[src/rtl/coloringfb_output_stage.sv]
// Output stage: buffers coloring-kernel pixel words and re-emits them as framed stream.
// Optional OUTPUT_FRAME_HEADER_EN prepends a header word to each frame.
module coloringfb_output_stage #(
  parameter int DATA_WIDTH      = 32,
  parameter int FIFO_DEPTH_BITS = 4,
  parameter int FRAME_WORDS     = 16384,
  parameter int FRAME_CNT_BITS  = 16
) (
  input  logic                      clk,
  input  logic                      reset,
  input  logic [DATA_WIDTH-1:0]     Input_1_V_TDATA,
  input  logic                      Input_1_V_TVALID,
  output logic                      Input_1_V_TREADY,
  output logic [DATA_WIDTH-1:0]     Output_1_V_TDATA,
  output logic                      Output_1_V_TVALID,
  input  logic                      Output_1_V_TREADY,
  output logic                      Output_1_V_TLAST,
  output logic                      frame_done,
  output logic [FRAME_CNT_BITS-1:0] frame_count
);

  localparam int DEPTH = 1 << FIFO_DEPTH_BITS;
  localparam int WCW   = $clog2(FRAME_WORDS);

  typedef enum logic {HDR, DATA} state_t;

  logic [DATA_WIDTH-1:0]      mem [DEPTH];
  logic [FIFO_DEPTH_BITS-1:0] wptr;
  logic [FIFO_DEPTH_BITS-1:0] rptr;
  logic [FIFO_DEPTH_BITS:0]   occ;
  logic [WCW-1:0]             word_cnt;
  logic                       done_q;
  state_t                     state;
  state_t                     state_nxt;

  logic push;
  logic pop;
  logic last_word;
  logic data_hs;

  // Ready looks only at registered occupancy, so a full FIFO
  // refuses input even while a pop is happening.
  assign Input_1_V_TREADY = (occ != (FIFO_DEPTH_BITS+1)'(DEPTH));
  assign push      = Input_1_V_TVALID & Input_1_V_TREADY;
  assign last_word = (word_cnt == WCW'(FRAME_WORDS - 1));
  assign pop       = data_hs;
  assign frame_done  = done_q;

  always_comb begin
    state_nxt         = state;
    Output_1_V_TVALID = 1'b0;
    Output_1_V_TDATA  = mem[rptr];
    Output_1_V_TLAST  = 1'b0;
    data_hs           = 1'b0;
    unique case (state)
      HDR: begin
`ifdef OUTPUT_FRAME_HEADER_EN
        Output_1_V_TVALID = 1'b1;
        Output_1_V_TDATA  =
          DATA_WIDTH'({8'hFB, 8'h00, 16'(frame_count)});
        if (Output_1_V_TREADY)
          state_nxt = DATA;
`else
        state_nxt = DATA;
`endif
      end
      DATA: begin
        Output_1_V_TVALID = (occ != '0);
        Output_1_V_TLAST  = Output_1_V_TVALID & last_word;
        data_hs = Output_1_V_TVALID & Output_1_V_TREADY;
        if (data_hs && last_word) begin
`ifdef OUTPUT_FRAME_HEADER_EN
          state_nxt = HDR;
`else
          state_nxt = DATA;
`endif
        end
      end
      default: state_nxt = DATA;
    endcase
  end

  always_ff @(posedge clk) begin
    if (push)
      mem[wptr] <= Input_1_V_TDATA;
  end

  always_ff @(posedge clk) begin
    if (reset) begin
      wptr        <= '0;
      rptr        <= '0;
      occ         <= '0;
      word_cnt    <= '0;
      frame_count <= '0;
      done_q      <= 1'b0;
`ifdef OUTPUT_FRAME_HEADER_EN
      state       <= HDR;
`else
      state       <= DATA;
`endif
    end else begin
      state  <= state_nxt;
      done_q <= data_hs & last_word;
      if (push)
        wptr <= wptr + 1'b1;
      if (pop)
        rptr <= rptr + 1'b1;
      unique case ({push, pop})
        2'b10:   occ <= occ + 1'b1;
        2'b01:   occ <= occ - 1'b1;
        default: occ <= occ;
      endcase
      if (data_hs) begin
        if (last_word) begin
          word_cnt    <= '0;
          frame_count <= frame_count + 1'b1;
        end else begin
          word_cnt <= word_cnt + 1'b1;
        end
      end
    end
  end

endmodule

[config.mk]
export PLATFORM = sky130hd
export DESIGN_NAME = coloringfb_output_stage
export DESIGN_NICKNAME = d
export VERILOG_FILES = /design/src/rtl/coloringfb_output_stage.sv
export SDC_FILE = /design/constraint.sdc
export NUM_CORES = 1
export LEC_CHECK = 0
export ABC_AREA = 1
export BUFFER_PORTS_ARGS = -buffer_cell sky130_fd_sc_hd__buf_2
export CAP_MARGIN = 15
export CORE_ASPECT_RATIO = 2
export CORE_MARGIN = 2
export CORE_UTILIZATION = 40
export DETAILED_ROUTE_END_ITERATION = 12
export GPL_ROUTABILITY_DRIVEN = 1
export SETUP_SLACK_MARGIN = 0.15
export SYNTH_ARGS = -nofsm -noshare
export SYNTH_HDL_FRONTEND = slang
export SYNTH_SLANG_ARGS = --single-unit
[constraint.sdc]
create_clock -name clk -period 3.4 [get_ports clk]
set_clock_uncertainty 0.1 [all_clocks]
set_input_delay 0.34 -clock clk [delete_from_list [all_inputs] [get_ports clk]]
set_output_delay 0.34 -clock clk [all_outputs]
set_load 0.005 [all_outputs]
==> summary.txt, run 1 <==
Outcome
  • Outcome: finished clean

GRT
  • Largest net degree at the start of global routing: 127
  • Vias in the first global route: ~15,000
  • Initial antenna violation count: 3
  • Total GRT Usage: between 10% and 20%
  • Total gr overflow: 0
  • Global-route wire length before repair: 82,800 um

Worst hold path
  • Hold Path Cell Cnt: 1
  • Hold Path Class: input port to flop
  • Hold Path End: mem[5][7]
  • Hold_sp: Input_1_V_TDATA[7]

Synthesis
  • Post-synth EDFFs: between 500 and 600
  • Post-Syn Area: 23,400 sq um
  • Yosys warnings: 0
  • Unique masters post-synth: 32
  • Post-synth net total: 2,053
  • Avg Cell Area, Syn: roughly 12 sq um
  • Post-synthesis instance total: roughly 2,000
  • Ys flop type: edfxtp_1
  • Post-synthesis register bit count: 560
  • Register area share after synthesis: a little over two thirds
  • Asr flop ratio synth: 0%

Route
  • Final WL: 53,400 um
  • Antenna Nets Post-Route: 0
  • Wire length per cell: around 19 um
  • Drt drc: 0
  • DRT iter0 DRCs: roughly 1,300
  • TritonRoute pass-1 iters: 5
  • Via-per-instance ratio: between 5 and 6
  • Total number of vias: ~15,000

Pwr
  • Lkg Pwr: approximately 9.5 nW
  • Max VDD drop: around 0.4 mV
  • Pwr/cell area: around 640 nW/um^2

Clock tree
  • Worst-skew pair later-pin latency: ~0.59 ns
  • Post-CTS sizing: 0
  • CTS tree: yes
  • Root cell of the clock tree: clkbuf_16
  • CTS H-tree lvls: 2
  • Clock transition at path regs: 0.07 ns
  • CTS Buffer Depth: 3
  • TritonCTS Sinks: 560
  • CTS Buf Count: 48

STA
  • Final setup vio count: 0
  • Setup TNS: 0 ns
  • Final hold vios: 0
  • Hold slack: 0.0291 ns
  • Setup WS post-layout: about 0.54 ns
  • Fmax: ~0.35 GHz
  • Measured slew at the worst slew-check pin: 1.05 ns
  • Slew headroom: 29.9%
  • Period utilization: 84.0%
  • RSZ-0062 raised after global routing: false
  • Min cycle time layout: 2.86 ns
  • Pins Over Slew Limit: 0

Die
  • Die Height: 346 um
  • Die area: between 60,000 and 70,000 sq um
  • Initial Utilization: approximately two fifths
  • Ports: between 80 and 90
  • FP Rows: between 100 and 150
  • Core area: approximately 58,000 sq um
  • Die width: between 150 and 200 um

Final layout
  • Ant diodes: 0
  • Area grow syn2layout: 13.0%
  • Post-layout util: a little under half
  • Layout cell share with drive strength beyond 1: about 12%
  • Nets: 2,123
  • Post-route cell area: between 20,000 and 30,000 sq um

Placement
  • Placed instance area: between 20,000 and 25,000 sq um
  • Buffers on Ports: 87
  • Final GP Congestion: roughly 0.8
  • Post-Place Worst Slack: 0.780 ns
  • Dpl hpwl: around 32,000 um

Critical path
  • Worst Path Arrival: 2.42 ns
  • Setup slack, reg-to-reg: 0.73 ns
  • CP Data Required Time: a little under 3 ns
  • Reg2reg path depth: 14
  • Reg-to-Reg End: occ[4]
  • Kind of critical path: flop to output port
  • Crit Reg-Reg Startpoint: occ[1]
  • Critical path launch point type: flop
  • Crit Path Max Fanout: around 130
  • Critical Path End Type: output port

Job
  • MaxCap Viol Count: 0
==> worst max path at each step <==
stage	slack (ns)	cells past startpoint	to
floorplan	0.58	6	mem[11][0]
global placement	0.85	14	occ[4]
detailed placement	0.78	11	occ[2]
CTS	0.54	7	Output_1_V_TDATA[29]
global route	0.36	7	Output_1_V_TDATA[27]
finish	0.54	7	Output_1_V_TDATA[29]
==> synth_stat cells, drive strengths merged (2+ instances only) <==
library cell	instances	area share, %
o21a	2	0.064
dfxtp	48	4.1
ha	11	0.59
nand4	7	0.19
clkbuf	44	0.70
nand2	273	4.6
o211ai	128	4.1
buf	68	2.0
or2	2	0.053
xor2	12	0.45
nand3	222	4.8
inv	298	4.8
o21ai	141	3.0
xnor2	4	0.15
nor2	71	1.2
a21oi	158	3.5
nor3	3	0.064
edfxtp	512	66
==> kinds of logic after synthesis <==
family / Yosys count / share of synthesized area [%]
buffers and inverters: 410 / 7.50
DFF: 560 / 69.7
AOI/OAI and AO/OA: 431 / 10.8
xor gates and xnor gates: 16 / 0.598
and+or+nand+nor: 578 / 10.9
adders and majority gates: 11 / 0.587
==> metrics by stage <==
step / total power (W) / instances
6_report: 0.0170 / 2878
5_1_grt: 0.0178 / 2878
4_1_cts: 0.0172 / 2878
3_5_place_dp: 0.0116 / 2784
3_3_place_gp: 0.0115 / 2784
2_1_floorplan: 0.0105 / 2006
==> cells in the final DEF, fill, tap and decap left out, types with 3 or more instances in the layout <==
cell             n
nand4_1          7
clkbuf_8         4
clkbuf_16       48
dlygate4sd3_1    4
bufinv_16        5
nor2_4          17
nand2_1        255
nor2_2           3
ha_1            11
edfxtp_1       512
clkinv_8         3
o21ai_0        141
a21oi_1        148
inv_2            4
clkbuf_1         9
buf_4           24
o211ai_1       128
xnor2_1          4
nand3_1        221
inv_1          293
clkinv_1         9
clkinv_2         6
nand2_2         17
nor3_1           3
nor2_1          51
buf_12          17
buf_2           87
a21oi_2         10
xor2_1          12
dfxtp_1         44
==> layer usage <==
layer | wire length [um] | vias up | global-route usage (%) | part of all wire (%)
li1 | - | 7138 | - | -
met1 | 20600 | 7185 | 20.5 | 39
met2 | 28800 | 435 | 32.8 | 54
met3 | 2470 | 106 | 2.47 | 4.6
met4 | 1540 | 6 | 6.09 | 2.9
met5 | 32 | - | 0 | 0.060
==> cell type report <==
type                            instances  area, sq um
Clock buffer                           61         1290
Fill cell                            5271        31500
Sequential cell                       560        16300
Clock inverter                         29          313
Inverter                              298         1120
Timing Repair Buffer                  132          996
Multi-Input combinational cell       1036         5470
Tap cell                              762          953
==> power breakdown <==
group          leakage (nW)  internal (W)  switching, W
logic                  3.69       0.00122       0.00225
clock network         0.777       0.00310       0.00248
registers              5.02       0.00774      0.000194
==> repair_timing <==
action                    in CTS  in global routing
hold buffers                   4                  0
setup buffers                  0                  0
hold endpoints to repair      36                  0
==> sequential cells by signal, summed over array words and instances (netlist names), named ones only <==
name         flops
frame_done       1
word_cnt        14
mem            512
occ              5
rptr             4
wptr             4
frame_count     16
==> critical path, stage by stage, from the launching register on <==
cell and delay [ns]:
dfxtp_4 0.61, buf_12 0.43, nand2_1 0.12, o211ai_1 0.10
nand3_1 0.09, nand3_1 0.19, nand2_1 0.12, buf_2 0.14
(Power assumes the default switching activity.)
==> inputs of run 2 (changes only) <==
- ABC_AREA: 1 -> 0
- clock period: 3.4 -> 2.9 ns (I/O delays scaled with it)
==> summary.txt, run 2 <==
Route
  • TritonRoute pass-1 iters: 4 (-1)
  • Wire length per cell: 25.6 um (+38%)
  • Antenna Nets Post-Route: 0 (unchanged)
  • DRT iter0 DRCs: 734 (-41%)
  • Via-per-instance ratio: 5.51 (+6.6%)
  • Final WL: 48,800 um (-8.6%)
  • Total number of vias: 10,491 (-29%)
  • Drt drc: 0 (unchanged)

STA
  • Final setup vio count: 28 (+28)
  • Pins Over Slew Limit: 0 (unchanged)
  • Slew headroom: 34.7% (+4.7 points)
  • Measured slew at the worst slew-check pin: 0.979 ns (-0.0721 ns)
  • Min cycle time layout: 3.04 ns
  • Fmax: 0.329 GHz
  • Hold slack: 0.121 ns (+0.0920 ns)
  • RSZ-0062 raised after global routing: true
  • Period utilization: 105%
  • Setup WS post-layout: -0.137 ns (-0.681 ns)
  • Final hold vios: 0 (unchanged)

Clock tree
  • Worst-skew pair later-pin latency: 0.59 ns (about the same)
  • CTS H-tree lvls: 2 (unchanged)
  • CTS tree: yes
  • Clock transition at path regs: 0.07 ns (about the same)
  • TritonCTS Sinks: 560 (unchanged)
  • CTS Buf Count: 49 (+2.1%)
  • Root cell of the clock tree: clkbuf_16
  • CTS Buffer Depth: 3 (unchanged)

Final layout
  • Most common cell after layout, fill and taps aside: edfxtp_1
  • Ant diodes: 0 (unchanged)
  • Reg with most FFs: mem
  • Max reg flops: 512 (unchanged)
  • Highest-count cells in the layout ignoring fill and taps: 512 x edfxtp_1, 160 x mux4_2, 80 x buf_2, 50 x clkbuf_16, 50 x buf_4
  • Area grow syn2layout: 20.0%
  • Nets: 1,248 (-41%)
  • Layout cell share with drive strength beyond 1: 35.5% (+23 points)
  • Top Registers: mem x512, frame_count x16, word_cnt x14
  • Finished Layout Cells: 1,905 (-34%)
  • Post-layout util: 48.4% (+2.8 points)

GRT
  • Global-route wire length before repair: 72,100 um (-13%)
  • Total GRT Usage: 17.6% (-0.026 points)
  • Largest net degree at the start of global routing: 46 (-64%)
  • Initial antenna violation count: 2 (-1)
  • Vias in the first global route: 11,207 (-25%)
  • Total gr overflow: 0 (unchanged)

Critical path
  • Largest stage delay, worst path: 0.57 ns (-0.04 ns)
  • Critical path launch point type: flop
  • Cells along the critical path: buf_12 -> buf_16 -> mux4_2 -> mux4_2 -> buf_2
  • CP Data Required Time: 2.51 ns (-0.45 ns)
  • Slowest-stage cell, CP: mux4_2
  • Reg2reg path depth: 11 (-3)
  • Critical Path End Type: output port
  • Kind of critical path: flop to output port
  • Most used cell along the critical path: mux4_2
  • Crit Path Max Fanout: 14 (-89%)
  • Worst Path Arrival: 2.65 ns (+0.23 ns)

Synthesis
  • Top-area cell type share of the netlist area: 71.3% (+5.7 points)
  • Register area share after synthesis: 75.8% (+6.1 points)
  • Yosys top cell by area: edfxtp_1
  • Synth area leaders: edfxtp_1 71%, mux4_2 17%, dfxtp_1 4.5%
  • Post-synth net total: 1,037 (-49%)
  • Asr flop ratio synth: 0% (unchanged)
  • Post-synth EDFFs: 512 (unchanged)
  • Unique masters post-synth: 45 (+41%)
  • Avg Cell Area, Syn: 21.8 sq um (+86%)
  • Post-synthesis register bit count: 560 (unchanged)
  • Top-count cell post-synth: edfxtp_1
  • Post-synthesis instance total: 990 (-51%)
  • Yosys warnings: 0 (unchanged)
  • Ys flop type: edfxtp_1
  • Post-Syn Area: 21,600 sq um (-8.0%)
  • Synth top cells by count: 512 x edfxtp_1, 160 x mux4_2, 51 x nor2_1

Placement
  • Buffers on Ports: 87 (unchanged)
  • Dpl hpwl: 26,000 um (-18%)
  • Placed Cells: 1,747 (-37%)
  • Final GP Congestion: 0.712 (-11%)
  • Post-Place Worst Slack: 0.000918 ns (-0.779 ns)

Outcome
  • Failing checks: setup timing
  • Outcome: finished with violations

Worst hold path
  • Hold Path Cell Cnt: 2 (+1)
  • Hold Path Class: input port to flop

Job
  • MaxCap Viol Count: 0 (unchanged)

Pwr
  • Lkg Pwr: 8.11 nW (-14%)
  • Max VDD drop: 0.420 mV (+2.4%)
  • Pwr Total: 0.0204 W (+20%)
  • Pwr/cell area: 790 nW/um^2 (+23%)

Die
  • Die area: 55,900 sq um (-7.9%)
  • Die width: 168 um (-4.0%)
  • Initial Utilization: 40.3% (-0.074 points)
  • Core area: 53,500 sq um (-7.9%)
  • Ports: 88 (unchanged)
  • FP Rows: 120 (-4.0%)
  • Die Height: 332 um (-4.1%)
-- run 2: cell count changes in the layout (fill, tap and decap cells not counted), moves of 12 or more --
cell,previous run,this run
a21oi_1,148,10
mux4_2,0,160
dlygate4sd3_1,4,33
o21ai_0,141,5
o211ai_1,128,1
nor2_1,51,39
nand2_1,255,22
xnor2_1,4,25
nor4_1,0,13
buf_4,24,50
nand2_2,17,0
inv_1,293,11
buf_16,0,14
nand3_1,221,7
-- run 2: routing by layer --
layer  track usage (%)  wire length [um]  up-vias
met5                 0                24        -
met4              5.91              1330        4
met3              2.36              2040       82
met2              32.3             27000      240
met1              21.3             18400     5643
li1                  -                 -     4522
-- run 2: critical path: cells and delay by family (launching register included) --
kind	cells	cell delay, ns
DFF	1	0.41
muxes	2	1.09
buffers and inverters	3	0.53
-- run 2: what timing repair did --
action                                  CTS  global route
gates resized for setup                  26             6
buffers inserted                         15            12
hold buffers                             33             0
pin swaps                                 9             5
hold endpoints to repair                513             0
gates cloned                             10             4
endpoints found under the setup margin   50            85
-- run 2: logic make-up after synthesis --
family	count (synthesis)	synth area share, %
adder cells (fa/ha/maj)	11	0.639
XOR/XNOR	35	1.42
flip-flops	560	75.8
AND/OR/NAND/NOR	136	3.23
multiplexers	161	16.8
buffers and inverters	61	1.29
AO/OA/AOI/OAI	26	0.859
-- run 2: per-stage QoR --
step	cell area, sq um	TNS [ns]
floorplan	21600	-54.34
global placement	23300	0
detailed placement	23300	0
CTS	25700	-3.19
global route	25900	-3.99
finish	25900	-1.98
-- run 2: power breakdown --
| part | leakage, nW | switching (W) | internal (W) |
|---|---|---|---|
| Clock | 0.719 | 0.00293 | 0.00327 |
| Sequential | 5.02 | 0.000117 | 0.00909 |
| Combinational | 2.38 | 0.00219 | 0.00283 |
| Total | 8.11 | 0.00524 | 0.0152 |
-- run 2: final cells by class --
cell class / instances / area [sq um]
Multi-Input combinational cell: 371 / 5130
Sequential cell: 560 / 16300
Fill cell: 4350 / 27600
Clock buffer: 62 / 1280
Clock inverter: 22 / 219
Tap cell: 671 / 840
Timing Repair Buffer: 207 / 2000
Inverter: 12 / 45.0
-- run 2: final timing paths --
kind	startpoint	endpoint	slack, ns
hold / removal	reset	frame_count[6]	0.12
setup / recovery	flop	Output_1_V_TDATA[25]	-0.14
setup reg to reg	occ[2]	occ[4]	0.20
hold reg to reg	word_cnt[1]	word_cnt[1]	0.40
